## src/rtl/commit_stage.sv

```systemverilog
// commit_stage: in-order retirement end of the reservation/reorder buffer.
// Each cycle the oldest live entry (largest tag) and its successor (tag-1) are
// examined; up to two executed, non-speculative non-store entries retire.
// A store at the head is released through a req/ack handshake to the memory
// unit and frees its slot when acknowledged.
//
// Ports:
//   clk, rst_n        clock, asynchronous active-low reset
//   entries_all       current buffer contents (BUF_SIZE entries)
//   flush             branch mispredict; suppresses retirement from IDLE
//   free_valid/index  slot k freed this cycle (combinational)
//   reg_we/waddr/wdata registered register-file write port pair; [1] is younger
//   st_req/addr/data  store release request, held until st_ack
//   st_ack            memory accepted the store
//   stores_retired    one-cycle pulse after a store retires
//   retired_count     running total of retired instructions (wraps)
//
// state   | meaning
// IDLE    | scanning heads, retiring non-stores or launching a store
// ST_WAIT | store request outstanding, waiting for st_ack

package commit_pkg;
   localparam int TAG_W = 5;

   typedef enum logic [1:0] {
      S_NOT_USED     = 2'd0,
      S_NOT_EXECUTED = 2'd1,
      S_EXECUTED     = 2'd2
   } e_state_t;

   typedef struct packed {
      e_state_t          e_state;
      logic [TAG_W-1:0]  tag;
      logic [5:0]        speculative_tag;
      logic              is_store;
      logic              is_branch;
      logic [4:0]        dest;
      logic [31:0]       result;
      logic [31:0]       vk;
   } entry_t;
endpackage

module commit_stage
   import commit_pkg::*;
#(
   parameter int BUF_SIZE     = 16,
   parameter int BUF_SIZE_LOG = 4
) (
   input  logic                         clk,
   input  logic                         rst_n,
   input  entry_t                       entries_all [BUF_SIZE],
   input  logic                         flush,
   output logic [1:0]                   free_valid,
   output logic [1:0][BUF_SIZE_LOG-1:0] free_index,
   output logic [1:0]                   reg_we,
   output logic [1:0][4:0]              reg_waddr,
   output logic [1:0][31:0]             reg_wdata,
   output logic                         st_req,
   output logic [31:0]                  st_addr,
   output logic [31:0]                  st_data,
   input  logic                         st_ack,
   output logic                         stores_retired,
   output logic [31:0]                  retired_count
);

   localparam logic [0:0] IDLE    = 1'b0;
   localparam logic [0:0] ST_WAIT = 1'b1;

   logic [0:0]              state_q, state_d;
   logic                    h0_found, h1_found;
   logic [BUF_SIZE_LOG-1:0] h0_idx, h1_idx;
   logic [TAG_W-1:0]        h0_tag;
   entry_t                  h0, h1;
   logic                    ret0, ret1, st_start, st_done;
   logic                    we0_d, we1_d;

   logic [1:0]              reg_we_q;
   logic [1:0][4:0]         reg_waddr_q;
   logic [1:0][31:0]        reg_wdata_q;
   logic                    st_req_q;
   logic [31:0]             st_addr_q, st_data_q;
   logic [BUF_SIZE_LOG-1:0] st_idx_q;
   logic                    stores_retired_q;
   logic [31:0]             retired_count_q;

   function automatic logic eligible(entry_t e);
      return (e.e_state == S_EXECUTED) && (e.speculative_tag == '0);
   endfunction

   // Live tags never wrap (dispatch stalls first), so a plain unsigned max works.
   always_comb begin
      h0_found = 1'b0;
      h0_idx   = '0;
      h0_tag   = '0;
      for (int i = 0; i < BUF_SIZE; i++) begin
         if (entries_all[i].e_state != S_NOT_USED &&
             (!h0_found || entries_all[i].tag > h0_tag)) begin
            h0_found = 1'b1;
            h0_idx   = BUF_SIZE_LOG'(i);
            h0_tag   = entries_all[i].tag;
         end
      end
      h1_found = 1'b0;
      h1_idx   = '0;
      for (int i = 0; i < BUF_SIZE; i++) begin
         if (h0_found && entries_all[i].e_state != S_NOT_USED &&
             entries_all[i].tag == h0_tag - TAG_W'(1)) begin
            h1_found = 1'b1;
            h1_idx   = BUF_SIZE_LOG'(i);
         end
      end
   end

   assign h0 = entries_all[h0_idx];
   assign h1 = entries_all[h1_idx];

   always_comb begin
      state_d  = state_q;
      ret0     = 1'b0;
      ret1     = 1'b0;
      st_start = 1'b0;
      st_done  = 1'b0;
      case (state_q)
         IDLE: begin
            if (!flush && h0_found && eligible(h0)) begin
               if (!h0.is_store) begin
                  ret0 = 1'b1;
                  // a store in slot 1 waits: at most one store per cycle, and only from slot 0
                  ret1 = h1_found && eligible(h1) && !h1.is_store;
               end else begin
                  st_start = 1'b1;
                  state_d  = ST_WAIT;
               end
            end
         end
         ST_WAIT: begin
            // flush deliberately ignored: the store is already non-speculative
            if (st_ack) begin
               st_done = 1'b1;
               state_d = IDLE;
            end
         end
         default: state_d = IDLE;
      endcase
   end

   assign we0_d = ret0 && !h0.is_branch && (h0.dest != 5'd0);
   assign we1_d = ret1 && !h1.is_branch && (h1.dest != 5'd0);

   assign free_valid    = {ret1, ret0 | st_done};
   assign free_index[0] = st_done ? st_idx_q : h0_idx;
   assign free_index[1] = h1_idx;

   always_ff @(posedge clk or negedge rst_n) begin
      if (!rst_n) begin
         state_q          <= IDLE;
         reg_we_q         <= '0;
         reg_waddr_q      <= '0;
         reg_wdata_q      <= '0;
         st_req_q         <= 1'b0;
         st_addr_q        <= '0;
         st_data_q        <= '0;
         st_idx_q         <= '0;
         stores_retired_q <= 1'b0;
         retired_count_q  <= '0;
      end else begin
         state_q  <= state_d;
         reg_we_q <= {we1_d, we0_d};
         if (we0_d) begin
            reg_waddr_q[0] <= h0.dest;
            reg_wdata_q[0] <= h0.result;
         end
         if (we1_d) begin
            reg_waddr_q[1] <= h1.dest;
            reg_wdata_q[1] <= h1.result;
         end
         if (st_start) begin
            st_req_q  <= 1'b1;
            st_addr_q <= h0.result;
            st_data_q <= h0.vk;
            st_idx_q  <= h0_idx;
         end else if (st_done) begin
            st_req_q <= 1'b0;
         end
         stores_retired_q <= st_done;
         retired_count_q  <= retired_count_q + 32'(ret0) + 32'(ret1) + 32'(st_done);
      end
   end

   assign reg_we         = reg_we_q;
   assign reg_waddr      = reg_waddr_q;
   assign reg_wdata      = reg_wdata_q;
   assign st_req         = st_req_q;
   assign st_addr        = st_addr_q;
   assign st_data        = st_data_q;
   assign stores_retired = stores_retired_q;
   assign retired_count  = retired_count_q;

endmodule

```

## config.mk

```make
export PLATFORM = sky130hd
export DESIGN_NAME = commit_stage
export DESIGN_NICKNAME = d
export VERILOG_FILES = /design/src/rtl/commit_stage.sv
export SDC_FILE = /design/constraint.sdc
export NUM_CORES = 1
export LEC_CHECK = 0
export BUFFER_PORTS_ARGS = -buffer_cell sky130_fd_sc_hd__buf_2
export CELL_PAD_IN_SITES_DETAIL_PLACEMENT = 1
export CELL_PAD_IN_SITES_GLOBAL_PLACEMENT = 2
export CORE_AREA = 2 2 596 598
export DETAILED_ROUTE_END_ITERATION = 6
export DIE_AREA = 0 0 598 600
export PLACE_DENSITY_LB_ADDON = 0.1
export SLEW_MARGIN = 20
export SYNTH_ARGS = -nofsm -noshare
export SYNTH_HDL_FRONTEND = slang
export SYNTH_SLANG_ARGS = --single-unit
```

## constraint.sdc

```tcl
create_clock -name clk -period 102.6 [get_ports clk]
set_clock_uncertainty 0.1 [all_clocks]
set_input_delay 25.65 -clock clk [delete_from_list [all_inputs] [get_ports clk]]
set_output_delay 25.65 -clock clk [all_outputs]
set_load 0.02 [all_outputs]
```

# Yosys cells after proc, flatten, opt, wreduce, memory -nomap -nowiden
# Cells that the tools add are included.
# Widths: inputs -> output; s select.
# word_totals
ff_bits,179
# op_classes
n_eq_ne,18
muxes,100
n_reduce_logical,112
n_lt_le_gt_ge,17
n_bitwise,4
addsub,4
# op_table
operator,n
$bmux 84 s4,2
$mux 84,4
$mux 4,29
$add 32x1->32,3
$eq 5x5->1,16
$mux 5,16
$gt 5x5->1,15
$logic_and 1x1->1,57
$mux 1,48
$reduce_bool 2->1,17
$logic_not 1->1,19
$logic_or 1x1->1,15
$logic_not 6->1,2
$ge 5x5->1 const B,2
$not 4->5,2
$reduce_bool 5->1,2
$sub 5x1->5 const B,1
$eq 2x2->1 const B,2
$pmux 1 s2,1
$not 1->1,1
$or 1x1->1,1

# Depth between registers and ports, before layout
# depth
depth_word,93
depth_mapped,181
mapped_depth_nobuf,169

# Least setup slack after synthesis
# No wires, ideal clock.
# synth_path
path_kind,input to output
from,in entries_all[1342] (netlist bit)
to,out free_valid[1]
path_buffers,12
path_slack_ps,21219
cell_stages,167
t_required_ps,76850
t_arrival_ps,55631
path_cell_list,or2_1 -> buf_6 -> nand2_1 -> ha_1 -> a211oi_2 -> o21ai_1 -> o21ai_2 -> nand3_1 -> o21ai_0 -> inv_1 -> ha_1 -> and3_1 -> o21ai_0 -> a32oi_1 -> o21ai_1 -> nor2_1 -> a21oi_1 -> inv_1 -> (+131 left out) -> ha_1 -> buf_2 -> o311ai_1 -> a22oi_2 -> buf_6 -> xnor3_1 -> or4_1 -> o211a_1 -> o211ai_1 -> o211a_1 -> a21o_1 -> buf_6 -> inv_4 -> mux4_2 -> and3_1 -> a311oi_2 -> nor2_1 -> buf_4
# synth_via
elab_chain_len,91
elab_cells_between_ends,210
cone_classes,1 x add/sub; 15 x order compare; 18 x eq/ne; 87 x mux; 2 x bitwise; 87 x reduce/logical
# synth_lines
element,line,text
"start, declared",51,"input entry_t entries_all [BUF_SIZE],"
$reduce_bool 2->1,"96, 106",
$mux 5 or $mux 1 (tied branches),96,if (entries_all[i].e_state != S_NOT_USED &&
$gt 5x5->1 or $logic_not 1->1 (tied branches),97,(!h0_found || entries_all[i].tag > h0_tag)) begin
$logic_or 1x1->1,97,
$logic_and 1x1->1,96,
$mux 5 or $mux 1 (tied branches),96,
$gt 5x5->1 or $logic_not 1->1 (tied branches),97,
$logic_or 1x1->1,97,
(+73 left out),n/a,
$bmux 84 s4,115,assign h1 = entries_all[h1_idx];
$mux 84 (implied by the code) (2 in a row),115,
$logic_not 6->1 or $eq 2x2->1 (tied branches),87,return (e.e_state == S_EXECUTED) && (e.speculative_tag == '0);
$logic_and 1x1->1,87,
$logic_and 1x1->1 (2 in a row),129,ret1 = h1_found && eligible(h1) && !h1.is_store;
$mux 1,126,if (!h0.is_store) begin
$mux 1 *,125,if (!flush && h0_found && eligible(h0)) begin
$mux 1 *,123,case (state_q)
"end, declared",53,"output logic [1:0] free_valid,"
# Every way passes the cells marked *; elsewhere a longest branch is shown, timed or not. The select of a mux whose other input is x is not followed.

# Worst setup path after layout
# Ends and elaborated chain as after synthesis.

==> out/results.tsv <==
stage	metric	value	unit
setup_path	Critical Path Slowest Stage Cell	a22oi_2	
placement	routability cong.	0.847	
sta	Least-Margin Pin Slew	1110	ps
floorplan	chip height	600	microns
global_route	total global routing overflow	0	
yosys	Yosys warning count	0	
finish	Fillers	42500	
clock_tree	H-tree Lvls	4	
floorplan	Rows	218	
min_path	hold endpoint	retired_count[31]	
yosys	Synth Instances	4183	
clock_tree	Clock Tree Root	clkbuf_16	
setup_path	Req. time, crit path	76850	ps
global_route	vias in the first global route	42100	
yosys	Yosys top cell area share	15.1	%
sta	Final period util	87.7	%
sta	Final setup viols	0	
setup_path	Setup CP Type	primary input to output port	
detailed_routing	routed vias/inst	4.03	
yosys	most frequent cells after synthesis	971 x nand2_1, 364 x a211oi_1, 309 x clkbuf_1, 296 x and2_1, 201 x a21oi_1	
detailed_routing	Post-route DRC	0	
clock_tree	Post-CTS Resized	0	
setup_path	Reg2Reg Setup Slack	97330	ps
finish	Final Core Density	12.4	%
yosys	Syn Std Cell Area	0.0297	sq mm
sta	headroom to the max-slew limit	25.9	%
outcome	status	finished, final reports clean	
detailed_routing	mean routed wirelength per cell	33.8	microns
sta	FMAX	11.1	MHz
sta	Setup TNS	0	ps
finish	multi-input logic area	0.0235	sq mm
min_path	hold path depth	1	
clock_tree	CTS max path bufs	3	
clock_tree	Clock transition at path regs	90	ps
yosys	Yosys cell types	110	
detailed_routing	via count	41100	
min_path	worst hold path startpoint	retired_count[31]	
yosys	#FFs+latches synth	179	
yosys	ys async rst share	100	%
floorplan	Ports	1532	
global_route	largest net degree at the start of global routing	117	
setup_path	CP peak stage delay	770	ps
finish	Synth-to-Final Area Change	46.9	%
floorplan	Starting Density	8.43	%
yosys	cells taking the most area after synthesis	dfrtp_1 15%, nand2_1 12%, a211oi_1 9.2%	
sta	Final Hold Viols	0	
detailed_routing	drt initial violations	2322	
placement	Final HPWL DP	291000	microns
clock_tree	CTS tree	done	
setup_path	R2R depth	12	
yosys	most frequent cell after synthesis	nand2_1	
finish	layout cells sized above 1	34.4	%
clock_tree	CTS Sinks	179	
detailed_routing	drt pass-1 iters	5	
clock_tree	Hold-fix buffers, CTS	0	
yosys	Yosys top cell by area	dfrtp_1	
setup_path	CP dominant cell by count	ha_1	
finish	register area	0.00448	sq mm
finish	nets	6871	
yosys	Avg Cell Area, Syn	7.09	sq um
floorplan	Core Box Area	0.352	sq mm
global_route	initial antenna violation count	468	
setup_path	crit path DAT	64200	ps
floorplan	die area	0.359	sq mm
setup_path	RR Startpoint	state_q	
yosys	EDFF count, synth	0	
detailed_routing	ANT nets after route	0	
sta	unrepaired setup endpoints after global routing	false	
floorplan	die width	598	microns
placement	port bufs	1531	
clock_tree	number of buffers created by CTS	25	
sta	Slew Limit Fails	0	
job	Max Cap Violations	0	
yosys	Post-synth top flop	dfrtp_1	
detailed_routing	final WL	345000	microns
clock_tree	worst-skew pair later-pin latency	580	ps
setup_path	worst-path maximum fanout	40	
yosys	sequential area share after synthesis	15.1	%
clock_tree	Post-CTS Setup Bufs	0	
global_route	first-pass GRT wire length	438000	microns
sta	Tmin final	89950	ps
yosys	Mapped Nets	5603	
setup_path	RR Endpoint	retired_count[28]	
min_path	class of the worst hold path	flip-flop to flip-flop	
global_route	GRT Total Usage	18.4	%
setup_path	critical path launch point type	primary input	
setup_path	Setup crit end kind	output port	
metal layers:
| metal | part of all wire, % | track usage [%] | routed length [microns] | vias to the layer above |
|---|---|---|---|---|
| li1 | - | - | - | 18300 |
| met1 | 39 | 20.3 | 134000 | 20200 |
| met2 | 51 | 34.3 | 176000 | 1644 |
| met3 | 6.8 | 5.57 | 23300 | 736 |
| met4 | 2.9 | 3.97 | 9850 | 230 |
| met5 | 0.42 | 0 | 1460 | - |
cell families (layout without fill, tap and decap cells):
family                   Yosys count  after routing  share of synthesized area [%]
AO/OA/AOI/OAI                   1265           1265                           31.2
XOR/XNOR                         108            108                           3.87
adder cells (fa/ha/maj)           77             77                           3.26
buffers and inverters            465           1738                           6.42
flip-flops                       179            179                           15.1
multiplexers                     346            346                           12.7
other                              0            127                              0
AND/OR/NAND/NOR                 1743           1743                           27.5
cell type report:
cell class	instances	area share, %
Multi-Input combinational cell	3539	53.9
Sequential cell	179	10.3
Timing Repair Buffer	1617	19.3
Tap cell	4620	13.3
Antenna cell	127	0.730
Inverter	89	0.793
Clock buffer	26	1.47
Clock inverter	6	0.261
per-stage QoR:
stage	std cells	hold WS, ps	setup WS (ps)	cell area (sq um)
floorplan	4183	373	21220	29700
detailed placement	10000	363	12150	42500
finish	10200	373	12650	43600
global placement	10000	364	12390	42500
CTS	10100	381	12080	43200
global route	10100	400	9590	43400
registers in the layout, summed over array words and instances, names as in the netlist:
signal          flops
st_idx_q            4
st_req              1
state_q             1
reg_we              2
reg_waddr          10
st_data            32
retired_count      32
st_addr            32
reg_wdata          64
stores_retired      1
critical path: cells and delay by family:
kind / cells / cell delay [ps]
simple gates: 45 / 10230
xor+xnor: 2 / 520
compound gates: 64 / 15150
fa+ha+maj: 18 / 5530
buf+inv: 18 / 2850
mux: 12 / 4060
worst max path at each step:
stage | startpoint | endpoint | cells past startpoint
floorplan | entries_all[1342] | free_valid[1] | 167
finish | entries_all[1342] | free_valid[1] | 159
CTS | entries_all[1342] | free_valid[1] | 159
global placement | entries_all[1342] | free_valid[1] | 161
global route | entries_all[1342] | free_valid[1] | 159
detailed placement | entries_all[1342] | free_valid[1] | 159
cell usage in the layout, fill, tap and decap left out, types with 12 or more instances in the layout:
master,synthesis,layout
nor3_1,37,35
a311oi_1,145,144
or4_1,12,12
buf_2,23,1530
nand4_1,25,25
xnor2_1,69,69
o21ai_0,53,52
a21oi_1,201,201
buf_4,5,79
nor4b_1,17,12
diode_2,0,127
clkbuf_16,0,25
nand2_1,971,969
and3_1,20,20
xor2_1,25,25
nor2b_1,12,12
ha_1,70,69
a32oi_1,135,135
o21a_1,17,17
mux2_2,133,133
nor4_1,36,35
o21ai_1,13,12
inv_1,85,85
and2_1,296,296
nor2_1,118,113
o211ai_1,30,30
nand3_1,116,116
dfrtp_1,179,179
nand2b_1,13,13
a211oi_1,364,362
mux2_1,33,33
a21o_1,16,15
a211o_1,14,13
mux2i_1,172,172
a31oi_1,160,160
or3_1,16,15
o31ai_1,16,16
Power is not shown: default switching activity piles up to over one toggle a cycle in this logic, so the estimate is an artifact.
